===== config.mk =====
export PLATFORM = sky130hd
export DESIGN_NAME = mmio_bridge_flat
export DESIGN_NICKNAME = d
export VERILOG_FILES = /design/src/rtl/mmio_bridge_if.sv /design/src/rtl/mmio_bridge.sv /design/src/flat_wrapper.sv
export SDC_FILE = /design/constraint.sdc
export NUM_CORES = 1
export LEC_CHECK = 0
export CORE_AREA = 2 2 195 197
export CTS_BUF_LIST = sky130_fd_sc_hd__clkbuf_8
export DETAILED_ROUTE_END_ITERATION = 8
export DIE_AREA = 0 0 197 199
export PLACE_DENSITY = 0.55
export SLEW_MARGIN = 40
export SYNTH_ARGS = -nofsm -noshare
export SYNTH_HDL_FRONTEND = slang
export SYNTH_SLANG_ARGS = --single-unit

===== constraint.sdc =====
create_clock -name Clock -period 2.6 [get_ports Clock]
set_input_delay 0.39 -clock Clock [delete_from_list [all_inputs] [get_ports Clock]]
set_output_delay 0.39 -clock Clock [all_outputs]
set_load 0.05 [all_outputs]

===== src/rtl/mmio_bridge_if.sv =====
// CPU data-path and device-side signals of the memory/IO bridge.
// slave: the bridge. master: the CPU/device environment.
interface mmio_bridge_if #(
   parameter int NUM_DEV   = 8,
   parameter int IO_WIDTH  = 16,
   parameter int SPAN_LOG2 = 4
);
   logic [31:0]                  Address;
   logic                         Memory_read;
   logic                         Memory_write;
   logic                         IO_read;
   logic                         IO_write;
   logic                         Memory_sign;
   logic [1:0]                   Memory_data_width;
   logic [31:0]                  Write_data_in;
   logic [31:0]                  Memory_read_data;
   logic [NUM_DEV*IO_WIDTH-1:0]  IO_read_data;
   logic [NUM_DEV-1:0]           Dev_ready;

   // Handshake: the CPU holds IO_read/IO_write and Address steady while Stall
   // is high. A device access is in flight while Dev_sel is nonzero; the
   // selected device completes it by raising its Dev_ready bit in any such
   // cycle, and its slice of IO_read_data is taken in that same cycle.
   logic [NUM_DEV-1:0]           Dev_sel;
   logic                         Dev_rd;
   logic                         Dev_wr;
   logic [SPAN_LOG2-1:0]         Dev_offset;
   logic [31:0]                  Write_data_latch;
   logic [31:0]                  Read_data;
   logic                         Stall;
   logic                         Bus_error;
   logic [31:0]                  Error_addr;

   modport slave (
      input  Address, Memory_read, Memory_write, IO_read, IO_write, Memory_sign,
             Memory_data_width, Write_data_in, Memory_read_data, IO_read_data,
             Dev_ready,
      output Dev_sel, Dev_rd, Dev_wr, Dev_offset, Write_data_latch, Read_data,
             Stall, Bus_error, Error_addr
   );

   modport master (
      output Address, Memory_read, Memory_write, IO_read, IO_write, Memory_sign,
             Memory_data_width, Write_data_in, Memory_read_data, IO_read_data,
             Dev_ready,
      input  Dev_sel, Dev_rd, Dev_wr, Dev_offset, Write_data_latch, Read_data,
             Stall, Bus_error, Error_addr
   );
endinterface


===== src/rtl/mmio_bridge.sv =====
// Memory/IO bridge: decodes fixed-stride device windows, runs the IO
// ready/timeout handshake and lane-selects/extends load data.
module mmio_bridge #(
   parameter int          NUM_DEV   = 8,
   parameter logic [31:0] IO_BASE   = 32'hFFFFFC00,
   parameter int          SPAN_LOG2 = 4,
   parameter int          IO_WIDTH  = 16,
   parameter int          TIMEOUT   = 15
) (
   input  logic             Clock,
   input  logic             Reset,
   mmio_bridge_if.slave     bus,
   output logic [1:0]       fsm_state
);

   localparam int          IDX_W    = (NUM_DEV > 1) ? $clog2(NUM_DEV) : 1;
   localparam logic [7:0]  LAST_CNT = 8'(TIMEOUT - 1);

   typedef enum logic [1:0] {
      IDLE   = 2'd0,
      ACCESS = 2'd1,
      DONE   = 2'd2,
      ERROR  = 2'd3
   } state_t;

   state_t state;

   function automatic logic [31:0] extend(input logic [31:0] d, input logic [1:0] lane,
                                          input logic [1:0] width, input logic sgn);
      logic [7:0]  b;
      logic [15:0] h;
      logic [31:0] r;
      case (lane)
         2'd0:    b = d[7:0];
         2'd1:    b = d[15:8];
         2'd2:    b = d[23:16];
         default: b = d[31:24];
      endcase
      h = lane[1] ? d[31:16] : d[15:0];
      case (width)
         2'b00:   r = {{24{sgn & b[7]}}, b};
         2'b01:   r = {{16{sgn & h[15]}}, h};
         default: r = d;
      endcase
      return r;
   endfunction

   // Request decode, evaluated only while IDLE
   logic             io_req, illegal, hit, aligned, legal;
   logic [31:0]      io_off, win;
   logic [IDX_W-1:0] dec_idx;

   always_comb begin
      io_req  = bus.IO_read | bus.IO_write;
      illegal = (bus.IO_read & bus.IO_write) |
                (io_req & (bus.Memory_read | bus.Memory_write));
      io_off  = bus.Address - IO_BASE;
      win     = io_off >> SPAN_LOG2;
      dec_idx = win[IDX_W-1:0];
      hit     = (bus.Address >= IO_BASE) && (win < 32'(NUM_DEV));
      case (bus.Memory_data_width)
         2'b00:   aligned = 1'b1;
         2'b01:   aligned = ~bus.Address[0];
         default: aligned = (bus.Address[1:0] == 2'b00);
      endcase
      legal = hit & aligned & ~illegal;
   end

   // Latched request and registered outputs
   logic [IDX_W-1:0]     idx_q;
   logic [1:0]           lane_q, width_q;
   logic                 sign_q;
   logic [31:0]          addr_q, wdata_q, rdata_q, eaddr_q;
   logic [7:0]           cnt_q;
   logic [NUM_DEV-1:0]   sel_q;
   logic                 dev_rd_q, dev_wr_q, stall_q, berr_q;
   logic [SPAN_LOG2-1:0] off_q;

   logic [IO_WIDTH-1:0]  io_slice;
   logic [31:0]          io_zx;

   // Device data is zero-extended to 32 bits before lane selection
   always_comb begin
      io_slice                = bus.IO_read_data[int'(idx_q)*IO_WIDTH +: IO_WIDTH];
      io_zx                   = '0;
      io_zx[IO_WIDTH-1:0]     = io_slice;
   end

   always_ff @(posedge Clock or negedge Reset) begin
      if (!Reset) begin
         state    <= IDLE;
         idx_q    <= '0;
         lane_q   <= '0;
         width_q  <= '0;
         sign_q   <= 1'b0;
         addr_q   <= '0;
         wdata_q  <= '0;
         rdata_q  <= '0;
         eaddr_q  <= '0;
         cnt_q    <= '0;
         sel_q    <= '0;
         dev_rd_q <= 1'b0;
         dev_wr_q <= 1'b0;
         off_q    <= '0;
         stall_q  <= 1'b0;
         berr_q   <= 1'b0;
      end else begin
         berr_q <= 1'b0;
         case (state)
            IDLE: begin
               if (io_req) begin
                  addr_q <= bus.Address;
                  if (legal) begin
                     state    <= ACCESS;
                     idx_q    <= dec_idx;
                     sel_q    <= NUM_DEV'(1) << dec_idx;
                     dev_rd_q <= bus.IO_read;
                     dev_wr_q <= bus.IO_write;
                     off_q    <= io_off[SPAN_LOG2-1:0];
                     wdata_q  <= bus.IO_write ? bus.Write_data_in : 32'd0;
                     lane_q   <= bus.Address[1:0];
                     width_q  <= bus.Memory_data_width;
                     sign_q   <= bus.Memory_sign;
                     cnt_q    <= '0;
                     stall_q  <= 1'b1;
                  end else begin
                     state   <= ERROR;
                     berr_q  <= 1'b1;
                     eaddr_q <= bus.Address;
                  end
               end
            end
            ACCESS: begin
               // Ready wins over timeout when both land on the last cycle
               if (bus.Dev_ready[idx_q] || cnt_q == LAST_CNT) begin
                  if (bus.Dev_ready[idx_q]) begin
                     state   <= DONE;
                     rdata_q <= dev_rd_q ? extend(io_zx, lane_q, width_q, sign_q) : 32'd0;
                  end else begin
                     state   <= ERROR;
                     berr_q  <= 1'b1;
                     eaddr_q <= addr_q;
                  end
                  sel_q    <= '0;
                  dev_rd_q <= 1'b0;
                  dev_wr_q <= 1'b0;
                  off_q    <= '0;
                  wdata_q  <= '0;
                  stall_q  <= 1'b0;
               end else begin
                  cnt_q <= cnt_q + 8'd1;
               end
            end
            DONE:    state <= IDLE;
            default: state <= IDLE;
         endcase
      end
   end

   always_comb begin
      bus.Dev_sel    = sel_q;
      bus.Dev_rd     = dev_rd_q;
      bus.Dev_wr     = dev_wr_q;
      bus.Dev_offset = off_q;
      bus.Bus_error  = berr_q;
      bus.Error_addr = eaddr_q;
      bus.Stall      = stall_q | (Reset & (state == IDLE) & io_req);
      if (state == ACCESS)
         bus.Write_data_latch = wdata_q;
      else
         bus.Write_data_latch = bus.Memory_write ? bus.Write_data_in : 32'd0;
      case (state)
         DONE:    bus.Read_data = rdata_q;
         ERROR:   bus.Read_data = 32'd0;
         default: bus.Read_data = bus.Memory_read ?
                                  extend(bus.Memory_read_data, bus.Address[1:0],
                                         bus.Memory_data_width, bus.Memory_sign) : 32'd0;
      endcase
      fsm_state = state;
   end

endmodule


===== src/flat_wrapper.sv =====
// flat-port wrapper written by rule: the top's interface ports become plain ports
module mmio_bridge_flat 
#(
   parameter int          NUM_DEV   = 8,
   parameter logic [31:0] IO_BASE   = 32'hFFFFFC00,
   parameter int          SPAN_LOG2 = 4,
   parameter int          IO_WIDTH  = 16,
   parameter int          TIMEOUT   = 15
)
  (Clock, Reset, fsm_state, bus_Address, bus_Memory_read, bus_Memory_write, bus_IO_read, bus_IO_write, bus_Memory_sign, bus_Memory_data_width, bus_Write_data_in, bus_Memory_read_data, bus_IO_read_data, bus_Dev_ready, bus_Dev_sel, bus_Dev_rd, bus_Dev_wr, bus_Dev_offset, bus_Write_data_latch, bus_Read_data, bus_Stall, bus_Bus_error, bus_Error_addr);
  mmio_bridge_if #(.NUM_DEV(NUM_DEV), .IO_WIDTH(IO_WIDTH), .SPAN_LOG2(SPAN_LOG2)) bus_i ();
  input  logic Clock;
  input  logic Reset;
  output logic [1:0] fsm_state;
  input wire logic [$bits(bus_i.Address)-1:0] bus_Address;
  input wire logic [$bits(bus_i.Memory_read)-1:0] bus_Memory_read;
  input wire logic [$bits(bus_i.Memory_write)-1:0] bus_Memory_write;
  input wire logic [$bits(bus_i.IO_read)-1:0] bus_IO_read;
  input wire logic [$bits(bus_i.IO_write)-1:0] bus_IO_write;
  input wire logic [$bits(bus_i.Memory_sign)-1:0] bus_Memory_sign;
  input wire logic [$bits(bus_i.Memory_data_width)-1:0] bus_Memory_data_width;
  input wire logic [$bits(bus_i.Write_data_in)-1:0] bus_Write_data_in;
  input wire logic [$bits(bus_i.Memory_read_data)-1:0] bus_Memory_read_data;
  input wire logic [$bits(bus_i.IO_read_data)-1:0] bus_IO_read_data;
  input wire logic [$bits(bus_i.Dev_ready)-1:0] bus_Dev_ready;
  output wire logic [$bits(bus_i.Dev_sel)-1:0] bus_Dev_sel;
  output wire logic [$bits(bus_i.Dev_rd)-1:0] bus_Dev_rd;
  output wire logic [$bits(bus_i.Dev_wr)-1:0] bus_Dev_wr;
  output wire logic [$bits(bus_i.Dev_offset)-1:0] bus_Dev_offset;
  output wire logic [$bits(bus_i.Write_data_latch)-1:0] bus_Write_data_latch;
  output wire logic [$bits(bus_i.Read_data)-1:0] bus_Read_data;
  output wire logic [$bits(bus_i.Stall)-1:0] bus_Stall;
  output wire logic [$bits(bus_i.Bus_error)-1:0] bus_Bus_error;
  output wire logic [$bits(bus_i.Error_addr)-1:0] bus_Error_addr;
  assign bus_i.Address = bus_Address;
  assign bus_i.Memory_read = bus_Memory_read;
  assign bus_i.Memory_write = bus_Memory_write;
  assign bus_i.IO_read = bus_IO_read;
  assign bus_i.IO_write = bus_IO_write;
  assign bus_i.Memory_sign = bus_Memory_sign;
  assign bus_i.Memory_data_width = bus_Memory_data_width;
  assign bus_i.Write_data_in = bus_Write_data_in;
  assign bus_i.Memory_read_data = bus_Memory_read_data;
  assign bus_i.IO_read_data = bus_IO_read_data;
  assign bus_i.Dev_ready = bus_Dev_ready;
  assign bus_Dev_sel = bus_i.Dev_sel;
  assign bus_Dev_rd = bus_i.Dev_rd;
  assign bus_Dev_wr = bus_i.Dev_wr;
  assign bus_Dev_offset = bus_i.Dev_offset;
  assign bus_Write_data_latch = bus_i.Write_data_latch;
  assign bus_Read_data = bus_i.Read_data;
  assign bus_Stall = bus_i.Stall;
  assign bus_Bus_error = bus_i.Bus_error;
  assign bus_Error_addr = bus_i.Error_addr;
  mmio_bridge #(.NUM_DEV(NUM_DEV), .IO_BASE(IO_BASE), .SPAN_LOG2(SPAN_LOG2), .IO_WIDTH(IO_WIDTH), .TIMEOUT(TIMEOUT)) u_core (.Clock(Clock), .Reset(Reset), .bus(bus_i), .fsm_state(fsm_state));
endmodule

==> results.md <==
Floorplanning:
- The floorplan has 71 rows.
- The core footprint is around 37,000 sq um.
- The die outline area is 39,200 sq um.
- The width of the die is 197 um.
- The starting density of the core is 0.236.
- In this run the count of I/O pins placed on the die edge is 355.
- The die height is 199 um.

Placement:
- At the end of routability-driven placement, the weighted congestion stood at 0.848.
- The placed instances occupy a cell area of roughly 14,000 sq um.
- The half-perimeter wire length of the detailed placement result is 25.9 mm.
- The count of buffers from port buffering is 354.
- Prior to clock tree synthesis, the placed netlist has a worst setup slack of -0.466 ns.

Routing:
- The detail-routed via count per cell is approximately 4.8.
- The number of vias in the routed layout is just under 9,000.
- The wire length per cell after detailed routing is 18.6 um.
- The violation count after the first detailed-route iteration is 434.
- The detail route stage leaves a number of antenna-violating nets equal to 0.
- The final layout contains routed wiring with a total length of 34.0 mm.
- The post-route DRC violation count is 0.
- The number of search-and-repair iterations in the first detailed-routing pass is 5.

Finish:
- The most common cell after layout, fill and taps aside is nand2_1.
- The area growth from synthesis to layout is 64.6%.
- The finished cells cover 14,400 sq um.
- After the last flow step, the layout net total stands at 1,578.
- Counting the fill cells in the layout gives 3,734.
- The area taken by flip-flops and latches is roughly 3700 sq um.
- The multi-input combinational cells in the finished layout cover a total of 4830 sq um.
- The top cell types in the final layout, fill and taps aside, are 294 x nand2_1, 281 x clkdlybuf4s50_1, 145 x dfrtp_1, 74 x buf_4, 59 x buf_12.
- In the final layout, the share of cells above drive strength 1 is 0.217.

Timing:
- At the pin with the least slew margin, the transition time is a little under 0.6 ns.
- The final number of hold-violating endpoints is 0.
- The max-slew violation count is 0.
- Static timing analysis puts the maximum clock frequency at 395 MHz.
- The normalized max-slew margin is 0.603.
- The share of the clock period used by the worst path is 0.974.
- The total of endpoints with negative setup slack in the final report is 0.
- The minimum clock period is 2.53 ns.
- In the post-route analysis, the smallest setup slack over all paths is between 0.06 and 0.07 ns.
- For the final database, setup skew stands at 0.0222 ns.

Power:
- The analysis attributes to cell leakage a power of 0.00633 uW.
- The share of power burned in combinational logic is 0.578.
- Across the VDD grid, the largest voltage drop is slightly above 0.6 mV.
- The switching power summed over all nets is about 5700 uW.
- The portion of total power attributed to the clock network is 0.158.
- Of the total power, registers draw 0.264.
- The total power divided by cell area is ~860 nW/um^2.
- The design internal power is 6680 uW.
- The switching portion of total power is 0.462.

Clock tree:
- Clock tree synthesis found a total of between 100 and 150 sinks.
- The longest clock path from root to sink contains 2 buffers.
- Clock tree synthesis selected as its root buffer the cell clkbuf_8.
- Buffers added to address setup during post-CTS repair amount to 0.
- The clock slew seen by the registers of the worst setup and hold paths is approximately 0.10 ns.
- The clock tree from TritonCTS is done.
- CTS built an H-tree with a depth of 4.
- The number of clock buffers inserted by TritonCTS is 17.
- The later pin in the worst-skew pair is clocked with a latency of around 0.47 ns.

Job:
- The number of violations of the max-capacitance limit is 0.

Global route:
- The number of antenna violations at the first check in global routing came to 2.
- For this run the aggregate overflow at the end of global routing stands at 0.
- The global routing usage summed across all routing layers is 0.172.
- The first global-routing pass estimated 52.2 mm of wire.
- The pin count of the biggest net entering global routing is 148.
- The via count of the first global-routing pass was slightly below 9,000.

Worst hold path:
- The startpoint of the worst hold path is bus_Address[1].
- The worst hold path was traced through 4 stages.
- The path class of the lowest-slack min-delay path is primary input to register.
- The path with the worst hold slack has its endpoint at u_core.addr_q[1].

Logic synthesis:
- Yosys mapped a number of flops with a built-in enable equal to 0.
- The synthesized netlist net count is 1,192.
- The cell taking the most area after synthesis is dfrtp_1.
- The post-synthesis cell type count is 57.
- Of all flip-flops after synthesis, the portion carrying an async set or reset was 1.00.
- Of the post-synthesis cell area, the dominant cell type holds 0.419.
- The synthesized instance count is 949.
- The most frequently used flop master after synthesis is dfrtp_1.
- The per-instance average area after synthesis is 9.25 sq um.
- The register bit total from synthesis is 147.
- The yosys synthesis warning count is 0.
- The post-synthesis instance area is 8770 sq um.
- The sequential element share of the synthesized area is 0.419.
- Ranked by total cell area, the synthesized netlist is headed by dfrtp_1 42%, nand2_1 13%, mux4_2 6.7%.

Worst setup path:
- The type of element launching the critical path is a primary input.
- The sort of element at the end of the critical path is an output pin.
- At the worst endpoint, the required time is 2.21 ns.
- The data arrival time at the worst-slack endpoint is 2.14 ns.
- Of all nets on the critical path, the largest fanout is 14.
- Measured in cells, the most critical reg-to-reg path has a length of 7.
- The startpoint identified for the worst register-to-register timing path is u_core.idx_q[1].
- The worst register-to-register path ends at u_core.rdata_q[11].
- The worst register-to-register path has a setup slack of 0.16 ns.
- The category of the critical setup timing path is primary input to output pin.

Run status:
- The flow ran to the end, and the final reports show no timing, DRC or antenna violations.
[repair_timing]
action | 4_1_cts | 5_1_grt
hold buffers | 0 | 1
cloned | 0 | 1
pin swaps | 1 | 11
gates resized for setup | 7 | 34
hold endpoints to repair | 0 | 61
setup endpoints to repair | 31 | 34
[cell usage after synthesis (2+ instances only)]
library cell	n
buf_6	8
o21a_1	7
nand2_1	295
nand3_1	40
ha_1	2
mux2_2	47
nor2_1	19
nor2b_1	22
a22oi_1	7
and4_1	2
a31oi_1	10
a311o_1	7
a21o_1	3
buf_1	13
nor3b_1	7
a22o_1	35
o31ai_1	5
buf_2	6
nor3_1	15
o221ai_1	7
clkbuf_1	45
o21ai_0	43
or4_1	4
a221oi_1	8
and2_0	7
mux4_2	26
mux2_1	2
inv_1	8
mux2i_1	26
or3_1	4
and3_1	2
dfrtp_1	147
nand2b_1	12
nand4_1	5
a32o_1	16
a21oi_1	16
[through the flow]
stage | TNS [ns] | util | hold slack, ns | total power [uW] | cells
floorplan | 0 | - | 0.0944 | 7450 | 949
global placement | -31.05 | 0.373 | 0.457 | 10400 | 1787
detailed placement | -35.31 | 0.373 | 0.463 | 10500 | 1787
CTS | -0.0253 | 0.384 | 0.114 | 12500 | 1819
global route | -0.0357 | 0.389 | 0.347 | 13100 | 1823
finish | 0 | 0.389 | 0.353 | 12400 | 1825
[layout make-up]
type	instances	area share
Timing Repair Buffer	440	0.338
Clock inverter	15	0.0130
Clock buffer	17	0.0162
Sequential cell	147	0.255
Tap cell	474	0.0411
Antenna cell	3	0.000520
Multi-Input combinational cell	721	0.334
Inverter	8	0.00208
[logic make-up (layout without fill, tap and decap cells)]
group / after synthesis / after routing / synth area share
AO/OA/AOI/OAI: 176 / 176 / 0.150
adder cells (fa/ha/maj): 2 / 2 / 0.00285
buffers and inverters: 81 / 480 / 0.0428
flip-flops: 147 / 147 / 0.419
multiplexers: 101 / 101 / 0.159
other: 0 / 3 / 0
AND/OR/NAND/NOR: 442 / 442 / 0.226
[state kept, by name, summed over array words and instances (netlist names)]
register	count
u_core.addr_q	32
u_core.bus.Error_addr	32
u_core.wdata_q	32
u_core.rdata_q	17
u_core.bus.Dev_sel	8
u_core.cnt_q	8
u_core.bus.Dev_offset	4
u_core.idx_q	3
u_core.fsm_state	2
u_core.lane_q	2
u_core.width_q	2
u_core.bus.Bus_error	1
u_core.bus.Dev_rd	1
u_core.bus.Dev_wr	1
u_core.sign_q	1
u_core.stall_q	1
[power groups by stage]
| stage | registers (uW) | clock network, uW | logic [uW] |
|---|---|---|---|
| after floorplan | 4390 | 0 | 3060 |
| after global placement | 3310 | 0 | 7120 |
| after detailed placement | 3320 | 0 | 7160 |
| after CTS | 3290 | 2030 | 7180 |
| after global routing | 3370 | 2120 | 7640 |
| final | 3280 | 1960 | 7180 |
[worst max-delay path, stage by stage]
cell and delay, ns:
clkdlybuf4s50_1 0.53, nand2b_1 0.24, buf_12 0.16, nor3_1 0.22, a31oi_2 0.09, o221ai_1 0.21
nand2_1 0.12, buf_12 0.17
[layer usage]
metal  up-vias  wire length, um  track usage
li1       4165                -            -
met1      4276            14400        0.218
met2       284            16400        0.285
met3        49             2330       0.0459
met4         0              931       0.0593
met5         -                0            0
[how the worst max path moves through the flow]
stage                        startpoint  depth (start not counted)           endpoint
6_report       bus_Memory_data_width[0]                          8   bus_Read_data[5]
5_1_grt        bus_Memory_data_width[0]                          8   bus_Read_data[5]
4_1_cts         bus_Memory_read_data[7]                          7  bus_Read_data[11]
3_5_place_dp             bus_Address[8]                          6    u_core.cnt_q[1]
3_3_place_gp             bus_Address[8]                          6    u_core.cnt_q[1]
2_1_floorplan            bus_Address[8]                          6    u_core.idx_q[2]
(Power assumes the default switching activity.)
